[config.mk]
export PLATFORM = sky130hd
export DESIGN_NAME = alu_seq
export DESIGN_NICKNAME = d
export VERILOG_FILES = /design/src/rtl/alu_pkg.sv /design/src/rtl/alu_mul_iter.sv /design/src/rtl/alu_seq.sv
export SDC_FILE = /design/constraint.sdc
export NUM_CORES = 1
export LEC_CHECK = 0
export ABC_CLOCK_PERIOD_IN_PS = 4900
export BUFFER_PORTS_ARGS = -buffer_cell sky130_fd_sc_hd__buf_2
export CORE_MARGIN = 10
export CORE_UTILIZATION = 48
export DETAILED_ROUTE_END_ITERATION = 16
export GPL_TIMING_DRIVEN = 0
export PLACE_DENSITY = 0.66
export SLEW_MARGIN = 40
export SYNTH_ARGS = -nofsm -noshare
export SYNTH_HDL_FRONTEND = slang
export SYNTH_SLANG_ARGS = --single-unit
[constraint.sdc]
create_clock -name clk -period 4.9 [get_ports clk]
set_input_delay 0.245 -clock clk [delete_from_list [all_inputs] [get_ports clk]]
set_output_delay 0.245 -clock clk [all_outputs]
set_load 0.01 [all_outputs]
[src/rtl/alu_pkg.sv]
// Shared definitions for the sequential ALU: opcode constants and FSM state encoding.
package alu_pkg;

    localparam int unsigned OPW = 3;

    localparam logic [OPW-1:0] ALU_ADD = 3'd0;
    localparam logic [OPW-1:0] ALU_SUB = 3'd1;
    localparam logic [OPW-1:0] ALU_AND = 3'd2;
    localparam logic [OPW-1:0] ALU_OR  = 3'd3;
    localparam logic [OPW-1:0] ALU_XOR = 3'd4;
    localparam logic [OPW-1:0] ALU_SLT = 3'd5;
    localparam logic [OPW-1:0] ALU_SLL = 3'd6;
    localparam logic [OPW-1:0] ALU_MUL = 3'd7;

    typedef enum logic [1:0] {
        ST_IDLE = 2'd0,
        ST_BUSY = 2'd1,
        ST_DONE = 2'd2
    } alu_state_e;

endpackage

[src/rtl/alu_mul_iter.sv]
// Iterative shift-add unsigned multiplier, one partial product per cycle.
//   clk, rst    : clock, synchronous active-high reset
//   start       : latch a/b and begin a WIDTH-step multiply
//   a, b        : operands (sampled on start)
//   done        : current cycle performs the final step
//   prod_lo     : low WIDTH bits of the product after this cycle's step
//   prod_hi_nz  : upper WIDTH bits of that product are nonzero
module alu_mul_iter #(
    parameter int unsigned WIDTH = 32
) (
    input  logic             clk,
    input  logic             rst,
    input  logic             start,
    input  logic [WIDTH-1:0] a,
    input  logic [WIDTH-1:0] b,
    output logic             done,
    output logic [WIDTH-1:0] prod_lo,
    output logic             prod_hi_nz
);

    localparam int unsigned CW = $clog2(WIDTH) + 1;

    logic [CW-1:0]        cnt_q;
    logic [WIDTH-1:0]     mcand_q;
    logic [2*WIDTH-1:0]   acc_q;
    logic [2*WIDTH-1:0]   acc_d;
    logic [WIDTH:0]       psum;

    // Multiplier bits live in the low half and are consumed LSB-first; the
    // partial sum enters the high half and everything shifts right once.
    always_comb begin
        psum  = {1'b0, acc_q[2*WIDTH-1:WIDTH]} + (acc_q[0] ? {1'b0, mcand_q} : '0);
        acc_d = {psum, acc_q[WIDTH-1:1]};
    end

    // The product is presented from acc_d so the top can register it on the
    // same edge that retires the last step.
    assign done       = (cnt_q == CW'(1));
    assign prod_lo    = acc_d[WIDTH-1:0];
    assign prod_hi_nz = |acc_d[2*WIDTH-1:WIDTH];

    always_ff @(posedge clk) begin
        if (rst) begin
            cnt_q   <= '0;
            mcand_q <= '0;
            acc_q   <= '0;
        end else if (start) begin
            cnt_q   <= CW'(WIDTH);
            mcand_q <= a;
            acc_q   <= {{WIDTH{1'b0}}, b};
        end else if (cnt_q != '0) begin
            acc_q   <= acc_d;
            cnt_q   <= cnt_q - CW'(1);
        end
    end

endmodule

[src/rtl/alu_seq.sv]
// Handshaked ALU with registered result/flags and an iterative multiply.
//   clk, rst          : clock, synchronous active-high reset
//   in_valid/in_ready : operation handshake (in_ready depends only on state and out_ready)
//   a, b, control     : operands and opcode, sampled at the accepting edge
//   out_valid/out_ready : result handshake
//   dout, cout, zero, ovf : registered result and flags, stable while out_valid
module alu_seq
    import alu_pkg::*;
#(
    parameter int unsigned WIDTH = 32
) (
    input  logic             clk,
    input  logic             rst,
    input  logic             in_valid,
    output logic             in_ready,
    input  logic [WIDTH-1:0] a,
    input  logic [WIDTH-1:0] b,
    input  logic [2:0]       control,
    output logic             out_valid,
    input  logic             out_ready,
    output logic [WIDTH-1:0] dout,
    output logic             cout,
    output logic             zero,
    output logic             ovf
);

    localparam int unsigned W1  = WIDTH + 1;
    localparam int unsigned SHW = $clog2(WIDTH);
    localparam int unsigned MSB = WIDTH - 1;

    alu_state_e       state_q, state_d;
    logic             accept;
    logic             is_mul;
    logic             load_op;
    logic             load_mul;
    logic             mul_done;
    logic [WIDTH-1:0] mul_lo;
    logic             mul_hi_nz;

    logic [WIDTH-1:0] res;
    logic             res_c;
    logic             res_v;
    logic [W1-1:0]    add_sum;
    logic [W1-1:0]    sub_sum;
    logic [W1-1:0]    shext;
    logic [SHW-1:0]   sh;

    alu_mul_iter #(.WIDTH(WIDTH)) u_mul (
        .clk        (clk),
        .rst        (rst),
        .start      (accept && is_mul),
        .a          (a),
        .b          (b),
        .done       (mul_done),
        .prod_lo    (mul_lo),
        .prod_hi_nz (mul_hi_nz)
    );

    // State register.
    always_ff @(posedge clk) begin
        if (rst) state_q <= ST_IDLE;
        else     state_q <= state_d;
    end

    // Next state and handshake; DONE may hand over to a new op on the same edge.
    always_comb begin
        state_d  = state_q;
        in_ready = 1'b0;
        accept   = 1'b0;
        is_mul   = (control == ALU_MUL);
        load_op  = 1'b0;
        load_mul = 1'b0;
        case (state_q)
            ST_IDLE: in_ready = 1'b1;
            ST_DONE: in_ready = out_ready;
            default: in_ready = 1'b0;
        endcase
        accept = in_valid && in_ready;
        case (state_q)
            ST_IDLE: begin
                if (accept) state_d = is_mul ? ST_BUSY : ST_DONE;
            end
            ST_BUSY: begin
                if (mul_done) begin
                    state_d  = ST_DONE;
                    load_mul = 1'b1;
                end
            end
            ST_DONE: begin
                if (out_ready) state_d = accept ? (is_mul ? ST_BUSY : ST_DONE) : ST_IDLE;
            end
            default: state_d = ST_IDLE;
        endcase
        load_op = accept && !is_mul;
    end

    assign sh = b[SHW-1:0];

    // Single-cycle datapath for every opcode except MUL.
    always_comb begin
        res     = '0;
        res_c   = 1'b0;
        res_v   = 1'b0;
        add_sum = {1'b0, a} + {1'b0, b};
        sub_sum = {1'b0, a} + {1'b0, ~b} + W1'(1);
        // Extra top bit catches the last bit shifted out; stays 0 for sh == 0.
        shext   = {1'b0, a} << sh;
        case (control)
            ALU_ADD: begin
                res   = add_sum[WIDTH-1:0];
                res_c = add_sum[WIDTH];
                res_v = (a[MSB] == b[MSB]) && (add_sum[MSB] != a[MSB]);
            end
            ALU_SUB: begin
                res   = sub_sum[WIDTH-1:0];
                res_c = sub_sum[WIDTH];
                res_v = (a[MSB] != b[MSB]) && (sub_sum[MSB] != a[MSB]);
            end
            ALU_AND: res = a & b;
            ALU_OR:  res = a | b;
            ALU_XOR: res = a ^ b;
            ALU_SLT: res = WIDTH'($signed(a) < $signed(b));
            ALU_SLL: begin
                res   = shext[WIDTH-1:0];
                res_c = shext[WIDTH];
            end
            default: ;
        endcase
    end

    // Result and flag registers; held untouched while the result waits.
    always_ff @(posedge clk) begin
        if (rst) begin
            dout <= '0;
            cout <= 1'b0;
            zero <= 1'b0;
            ovf  <= 1'b0;
        end else if (load_op) begin
            dout <= res;
            cout <= res_c;
            zero <= (res == '0);
            ovf  <= res_v;
        end else if (load_mul) begin
            dout <= mul_lo;
            cout <= mul_hi_nz;
            zero <= (mul_lo == '0);
            ovf  <= 1'b0;
        end
    end

    assign out_valid = (state_q == ST_DONE);

endmodule

Word-level counts from Yosys, hierarchy flattened. Index checks and enable logic that the tools add are counted.

Logic and storage cells: 79. Output and inout port bits: 37. Bits in registers: 139. Bits of input ports: 71.

Order comparisons: 1. Add/sub/neg operators: 5. Equality and inequality tests: 17. Shifts and indexed selects: 1. Multiplexer cells: 25. Bitwise gates (word level): 4. Reductions and logical operators: 16.

Operators with widths (number): case mux 32 bit (7 select lines) (1); two-way mux 32 bit (5); adder 32 x 32 -> 33 bit (3); zero test 32 bit (2); adder 33 x 1 -> 33 bit, second input constant (1); left shift 32 x 5 -> 33 bit (1); bitwise AND 32 bit (1); less-than comparator 32 bit (1); NOT 32 bit (1); OR 32 bit (1); OR reduction 32 bit (1); XOR 32 bit (1); equality test 3 bit, second input constant (4); two-way mux 6 bit (2); two-way mux 2 bit (5); two-way mux 1 bit (8); equality test 3 x 2 -> 1 bit, second input constant (2); equality test 6 x 1 -> 1 bit, second input constant (1); case mux 2 bit (3 select lines) (1); nonzero test 6 bit (1); subtractor 6 x 1 -> 6 bit, second input constant (1); logical AND 1 bit (5); != test 2 bit, second input constant (2); case mux 1 bit (2 select lines) (2); 13 further kinds (16).

Longest topological paths before layout. Gate-level depths: netlist of run 1.

Depth after elaboration: 7. Depth in mapped cells: 18. Depth with buffers taken out: 16.

Hierarchy. From an unflattened synthesis of run 1, not the netlist that was laid out.

Cells, all modules: 2130. Area total of the unflattened synthesis: 15602.5 um2.

Modules (own cells, without submodules): alu_seq (instances 1, cells an instance 1340, area an instance 9531.6 um2, seq. area each 740.7 um2); alu_mul_iter (instances 1, cells an instance 790, area an instance 6070.8 um2, seq. area each 2042.0 um2).

Worst setup path before layout of run 1. OpenSTA, ideal clock, no wires.

Path type: input port to flip-flop. From: input b[2]. To: register zero. Data arrival time: 4424 ps. Library setup time: 59 ps. Data required time: 4841 ps. Path buffers: 4. Slack: 417 ps. Cell stages on the path: 18. Path through: buf_2 > buf_2 > clkinv_1 > clkbuf_1 > ha_1 > buf_2 > inv_1 > nand4_1 > a311oi_2 > o211ai_2 > a2111o_1 > o311a_2 > o41ai_1 > mux2i_1 > or4b_1 > or4_1 > nor4_2 > a41o_1.

Cells in the longest elaborated chain, start to end: 6. Elaborated cells between the ends (all ways): 12. Classes of those cells: add/sub: 3; order compare: 1; shift: 1; mux: 2; bitwise: 4; reduce/logical: 1.

Ends and longest elaborated chain: start, declared (line alu_seq.sv:17) `input logic [WIDTH-1:0] b,`; NOT 32 bit (line alu_seq.sv:105) `sub_sum = {1'b0, a} + {1'b0, ~b} + W1'(1);`; adder 32 x 32 -> 33 bit (line alu_seq.sv:105); adder 33 x 1 -> 33 bit (line alu_seq.sv:105); case mux 32 bit (7 select lines) (*) (line alu_seq.sv:108) `case (control)`; zero test 32 bit (*) (line alu_seq.sv:141) `zero <= (res == '0);`; two-way mux 1 bit (*) (line alu_seq.sv:138) `end else if (load_op) begin`; end signal, assigned (line alu_seq.sv:141); end signal, assigned (line alu_seq.sv:146) `zero <= (mul_lo == '0);`; end, declared (line alu_seq.sv:23) `output logic zero,`.

Mark *: on every way between the ends. The rest lies on a longest branch, timed or not. A chain may end at the register's enable or synchronous reset.

Final worst setup path of run 1.
From: input control[0]. To: register u_mul.acc_q[33].

Cells in the longest elaborated chain, start to end: 3.

Ends and longest elaborated chain: start, declared (line alu_seq.sv:18) `input logic [2:0] control,`; equality test 3 bit (line alu_seq.sv:70) `is_mul = (control == ALU_MUL);`; logical AND 1 bit (line alu_seq.sv:51) `.start (accept && is_mul),`; OR reduction 2 bit (no line); end signal, assigned (line alu_mul_iter.sv:50) `acc_q <= {{WIDTH{1'b0}}, b};`; end, declared (line alu_mul_iter.sv:25) `logic [2*WIDTH-1:0] acc_q;`.

No other way between the ends.

==> flow_summary.yaml, run 1 <==
timing:
  slew-limit-headroom: 0.3526
  hold_ws_ns: 0.1129
  tightest_slew_ns: 0.9610
  finalSetupViolations: 0
  rsz0062_at_grt: "no"
  hold_viol: 0
  slew_viol_final: 0
  max_freq_mhz: 207.4
  skew_ns: 0.008277
  min_period_over_period: 0.9839
  layout_min_cycle_time_ns: 4.821
global_routing:
  grt_pass1_wl_um: 98350
  antenna_found_initial: 1
  grt_pass1_vias: 16220
  grt_max_degree: 17
  gr-total-overflow: 0
  grt_usage: 0.3271
floorplan:
  io_pins: 108
  die_y_um: 196.2
  initial_utilization: 0.4872
  die_area_um2: 38500
  core_um2: 30590
  rows: 64
  die_x_um: 196.2
synth:
  ys_warn_count: 0
  synth.most_common_cell: "nand2_1"
  synth.top_cell.area_share: 0.1867
  synth-edff-count: 0
  netlist_area_um2: 14900
  synth_top_area_cell: "dfxtp_1"
  yosysSeqAreaShare: 0.1867
  synth-seq-cells: 139
  syn_avg_cell_area_um2: 7.043
  synth_fp_nets: 2338
  synth_area_leaders: "dfxtp_1 19%, ha_1 12%, nand2_1 8.1%"
  netlist_instances: 2116
  async_reset_ff_frac: 0
  synth_flop_cell: "dfxtp_1"
  ys_types: 83
  synth_common_cells: "322 x nand2_1, 236 x nor2_1, 224 x a21oi_1"
setup_path:
  cp-start-kind: "primary input"
  crit_arrival_ns: 5.13
  r2r-start: "u_mul.acc_q[0]$_SDFFE_PP0P_"
  cp_max_fo: 10
  critPathKind: "primary input to flop"
  cp-startpoint: "control[0]"
  slowest_stage: "nand2b_1"
  slowest_delay_ns: 0.71
  crit_family: "buffers and inverters"
  critPathRequiredTime_ns: 5.21
  cp_cell_sequence: "buf_2 -> buf_2 -> buf_1 -> buf_2 -> buf_1 -> clkbuf_1 -> and3_1 -> nand3_1 -> nand2b_1 -> buf_1 -> nor2_1"
  cp-end-kind: "flop"
  path_buf_inv: 7
cells_and_area:
  fin_area_um2: 16570
  seq_area_um2: 2783
  diodes: 0
  area_delta_synth_final_pct: 11.22
  fin_nets: 2462
  n_fill_cell: 3138
  drive_above_1_share: 0.1061
  multi_input_area_um2: 11140
pwr:
  p_sw_frac: 0.4600
  irDropWorstVdd_v: 0.0002501
  leakage_nw: 7.009
  intPower_mw: 2.642
  power_density_nw_per_um2: 295.2
  p_sw_mw: 2.251
  pwr-share-comb: 0.463
  pwr-share-clk: 0.260
  seqPwrFrac: 0.277
place:
  placed_area_um2: 15940
  place_hpwl_um: 52930
  port-buffer-count: 105
  gp_congestion: 1.051
clock_network:
  htreeDepth: 4
  clockBufferDepth: 2
  clk_latency_ns: 0.45
  hold_buffers: 0
  cts_tree: "built"
  cts_buffers: 17
  cts_root_buf: "clkbuf_16"
  clkTransAtPathRegs_ns: 0.06
  cts.sinks: 139
route:
  vias: 17080
  route.detailed.drc: 0
  vias_per_cell: 6.449
  antenna_left: 0
  drt_iter0_drc: 1918
  routed_wl_um: 65810
  drt-pass1-iter-count: 5
  wl_per_cell_um: 24.85
hold_path:
  hold_path_class: "primary input to flop"
  hp-start: "a[0]"
run:
  max_cap_violations: 0
outcome:
  status: "finished clean"
what timing repair did:
action,4_1_cts,5_1_grt
resized for setup,8,13
pin swaps,1,0
setup endpoints to repair,2,27
buffers inserted,0,3
cloned,0,0
final cells by class:
cell class / instances / share of cell area
clock inverter: 12 / 0.007096
inverter: 105 / 0.02416
tap: 396 / 0.02989
timing repair buffer: 109 / 0.03337
sequential: 139 / 0.1679
multi-input combinational: 1719 / 0.6724
buffer: 149 / 0.03790
clock buffer: 19 / 0.02733
logic make-up (layout without fill, tap and decap cells):
family | after synthesis | after routing | synth area share
and+or+nand+nor | 801 | 801 | 0.2406
AOI/OAI and AO/OA | 656 | 656 | 0.2898
buffers and inverters | 258 | 394 | 0.06910
adders and majority gates | 151 | 151 | 0.1283
DFF | 139 | 139 | 0.1867
muxes | 65 | 65 | 0.05843
xor gates and xnor gates | 46 | 46 | 0.02703
through the flow:
step	power [mW]	util	instances	setup TNS [ns]	setup slack (ns)
after floorplan	2.730	-	2116	0	0.4167
after detailed placement	3.546	0.5212	2618	-9.902	-0.9790
after global placement	3.530	0.5206	2617	-9.378	-1.001
after CTS	4.815	0.5408	2647	0	0.02186
final	4.892	0.5418	2648	0	0.07885
after global routing	5.110	0.5418	2648	0	0.01239
layer usage:
layer | routed length (um) | track usage | share of wire | vias to the layer above
li1 | - | - | - | 7873
met1 | 26200 | 0.4112 | 0.40 | 8058
met2 | 29770 | 0.5277 | 0.45 | 966
met3 | 5881 | 0.04433 | 0.089 | 180
met4 | 3959 | 0.1850 | 0.060 | 0
met5 | 0 | 0 | 0 | -
worst register-to-register path: stages (launching register included):
cell,delay [ns]
dfxtp_1,0.46
clkbuf_1,0.34
and2_1,0.19
ha_1,0.17
inv_1,0.06
fa_1,0.43
nor2b_1,0.20
o311a_1,0.24
o211ai_1,0.23
o21a_1,0.28
o31ai_1,0.37
a21o_1,0.18
a21oi_1,0.07
xor2_1,0.20
nand3b_1,0.10
or4_1,0.45
nor4_1,0.41
nor3_1,0.08
power groups by stage:
stage / Sequential [mW] / Combinational, mW / Clock (mW)
after global routing: 1.37 / 2.42 / 1.31
after floorplan: 1.36 / 1.37 / 0
after CTS: 1.35 / 2.19 / 1.27
after detailed placement: 1.38 / 2.17 / 0
final: 1.36 / 2.27 / 1.27
after global placement: 1.37 / 2.16 / 0
final timing paths:
| check | cells past startpoint | slack, ns | end |
|---|---|---|---|
| max | 11 | 0.08 | u_mul.acc_q[33]$_SDFFE_PP0P_ |
| min | 3 | 0.11 | u_mul.mcand_q[0]$_SDFFE_PP0P_ |
| max reg2reg | 17 | 0.32 | cout$_SDFFE_PP0P_ |
| min reg2reg | 2 | 0.45 | u_mul.mcand_q[21]$_SDFFE_PP0P_ |
placed cells by master (no fill, tap or decap), types with 45 or more instances in the layout:
cell,instances
a211oi_1,45
inv_1,102
nor3_1,47
nand2_1,322
nor2_1,235
buf_2,130
o21ai_0,91
a21oi_1,224
clkbuf_1,101
ha_1,148
dfxtp_1,139
sequential cells by signal (all words and copies together) (netlist names):
signal,count
u_mul.acc_q,64
u_mul.cnt_q,6
zero,1
state_q,2
cout,1
ovf,1
u_mul.mcand_q,32
dout,32
Power figures use the tool's default switching activity.
==> inputs of run 2 (changes only) <==
--- a/config.mk
+++ b/config.mk
@@ -7,10 +7,13 @@
 export LEC_CHECK = 0
 export ABC_CLOCK_PERIOD_IN_PS = 4900
 export BUFFER_PORTS_ARGS = -buffer_cell sky130_fd_sc_hd__buf_2
+export CORE_ASPECT_RATIO = 0.8
 export CORE_MARGIN = 10
 export CORE_UTILIZATION = 48
 export DETAILED_ROUTE_END_ITERATION = 16
 export GPL_TIMING_DRIVEN = 0
+export HOLD_SLACK_MARGIN = 0.12
+export MAX_ROUTING_LAYER = met4
 export PLACE_DENSITY = 0.66
 export SLEW_MARGIN = 40
 export SYNTH_ARGS = -nofsm -noshare
==> flow_summary.yaml, run 2 (same netlist as run 1, synthesis figures left out) <==
pwr:
  p_sw_frac: 0.4726
  irDropWorstVdd_v: 0.0004753
  power_mw: 5.009
  power_density_nw_per_um2: 300.3
  seqPwrFrac: 0.270
  intPower_mw: 2.642
  pwr-share-clk: 0.266
  pwr-share-comb: 0.464
  p_sw_mw: 2.367
  leakage_nw: 7.049
outcome:
  status: "finished clean"
setup_path:
  critPathRequiredTime_ns: 5.29
  cp-start-kind: "primary input"
  path_buf_inv: 3
  cp_max_fo: 7
  cp_cell_sequence: "dlygate4sd3_1 -> buf_2 -> inv_1 -> ha_1 -> fa_1 -> nor2_1 -> o221ai_1 -> a21oi_2 -> a31oi_2 -> a21oi_1 -> o21ai_1 -> a221oi_4 -> nand2_1 -> or4b_1 -> or4_1 -> nor4_2 -> a41o_1"
  crit_family: "compound AO/OA/AOI/OAI gates"
  cp-end-kind: "flop"
  slowest_stage: "or4_1"
  slowest_delay_ns: 0.57
  crit_arrival_ns: 5.23
  critPathKind: "primary input to flop"
floorplan:
  die_y_um: 177.6
  io_pins: 108
  core_um2: 30520
  die_x_um: 217
  initial_utilization: 0.4882
  die_area_um2: 38540
  rows: 57
clock_network:
  cts_tree: "built"
  clockBufferDepth: 2
  clk_latency_ns: 0.44
  clkTransAtPathRegs_ns: 0.07
  htreeDepth: 4
  cts_buffers: 17
  cts.sinks: 139
  cts_root_buf: "clkbuf_16"
timing:
  finalWorstSetupSlack_ns: 0.06225
  skew_ns: 0.01280
  slew_viol_final: 0
  layout_min_cycle_time_ns: 4.838
  hold_viol: 0
  max_freq_mhz: 206.7
  slew-limit-headroom: 0.3125
  finalSetupViolations: 0
  tightest_slew_ns: 1.020
  min_period_over_period: 0.9873
hold_path:
  hold_path_class: "primary input to flop"
global_routing:
  antenna_found_initial: 0
  grt_pass1_wl_um: 101300
  use_met1: 0.5075
  grt_usage: 0.3520
  grt_max_degree: 17
  grt_use_met2: 0.4690
  busiest_layer: "met1"
  grt_util_met3: 0.08729
  gr-total-overflow: 0
  grt_pass1_vias: 16130
cells_and_area:
  mostFrequentLayoutCell: "nand2_1"
  largest-register: "u_mul.acc_q"
  area_delta_synth_final_pct: 11.94
  drive_above_1_share: 0.1094
  top_regs: "u_mul.acc_q: 64 flops, dout: 32 flops, u_mul.mcand_q: 32 flops"
  final_cell_mix: "322 x nand2_1, 235 x nor2_1, 223 x a21oi_1"
  fin_nets: 2466
  largest_reg_flops: 64
  diodes: 0
route:
  vias: 17620
  drt_iter0_drc: 2524
  vias_per_cell: 6.601
  wl_per_cell_um: 25.55
  route.detailed.drc: 0
  antenna_left: 0
  drt-pass1-iter-count: 6
  routed_wl_um: 68230
place:
  place_hpwl_um: 54270
  gp_congestion: 1.065
  port-buffer-count: 105
  pre_cts_ws_ns: -1.057
run:
  max_cap_violations: 0
==> run 2: cell types whose count changed in the layout (fill, tap and decap cells not counted), moves of 2 or more <==
cell,before,now
clkinvlp_4,5,3
o21ai_1,6,10
dlygate4sd3_1,0,3
clkbuf_2,4,6
buf_4,4,2
buf_2,130,133
inv_6,2,4
o21ai_0,91,87
clkinv_4,4,2
inv_8,0,3
clkbuf_8,2,0
==> run 2: layout make-up <==
class                           instances  area (um2)
Fill cell                            3110       13840
Multi-Input combinational cell       1719       11190
Sequential cell                       139        2784
Buffer                                150       635.6
Timing Repair Buffer                  112       578.1
Tap cell                              413       516.7
Clock buffer                           18       429.2
Inverter                              105       396.6
Clock inverter                         14       155.1
==> run 2: worst min-delay path, cell delays in order <==
cell and delay (ns):
buf_2 0.14, nor2_1 0.10, a311oi_1 0.05
==> run 2: what timing repair did <==
action,4_1_cts,5_1_grt
resized for setup,11,20
setup endpoints to repair,32,34
pin swaps,0,3
hold endpoints to repair,3,0
setup buffers,0,1
hold buffers,3,0
==> run 2: worst paths after layout <==
kind	from	to	slack [ns]	cells past startpoint
worst max-delay path	a[0]	zero$_SDFFE_PP0P_	0.06	17
worst min-delay path	b[23]	u_mul.acc_q[23]$_SDFFE_PP0P_	0.14	3
worst max register to register	u_mul.acc_q[0]$_SDFFE_PP0P_	cout$_SDFFE_PP0P_	0.46	14
worst min register to register	u_mul.mcand_q[17]$_SDFFE_PP0P_	u_mul.mcand_q[17]$_SDFFE_PP0P_	0.46	2
==> run 2: power groups by stage <==
stage                     combinational, mW  sequential, mW  clock (mW)
after floorplan                        1.37            1.36           0
after global placement                 2.16            1.37           0
after detailed placement               2.18            1.37           0
after CTS                              2.20            1.35        1.33
after global routing                   2.47            1.36        1.37
final                                  2.32            1.35        1.33
==> run 2: metrics by stage <==
step                instances  utilization   TNS, ns  instance area, um2  hold WS [ns]
global route             2670       0.5465  -0.01497               16680        0.1417
finish                   2670       0.5465         0               16680        0.1393
floorplan                2116            -         0               14900        0.3810
global placement         2634       0.5224    -19.89               15950        0.4415
CTS                      2669       0.5440         0               16600        0.1200
detailed placement       2635       0.5229    -18.82               15960        0.4454
==> run 2: routing by layer <==
metal  share of wire  up-vias
li1                -     7904
met1            0.45     8398
met2            0.39     1195
met3            0.14      127
met4           0.029        0
met5               0        -
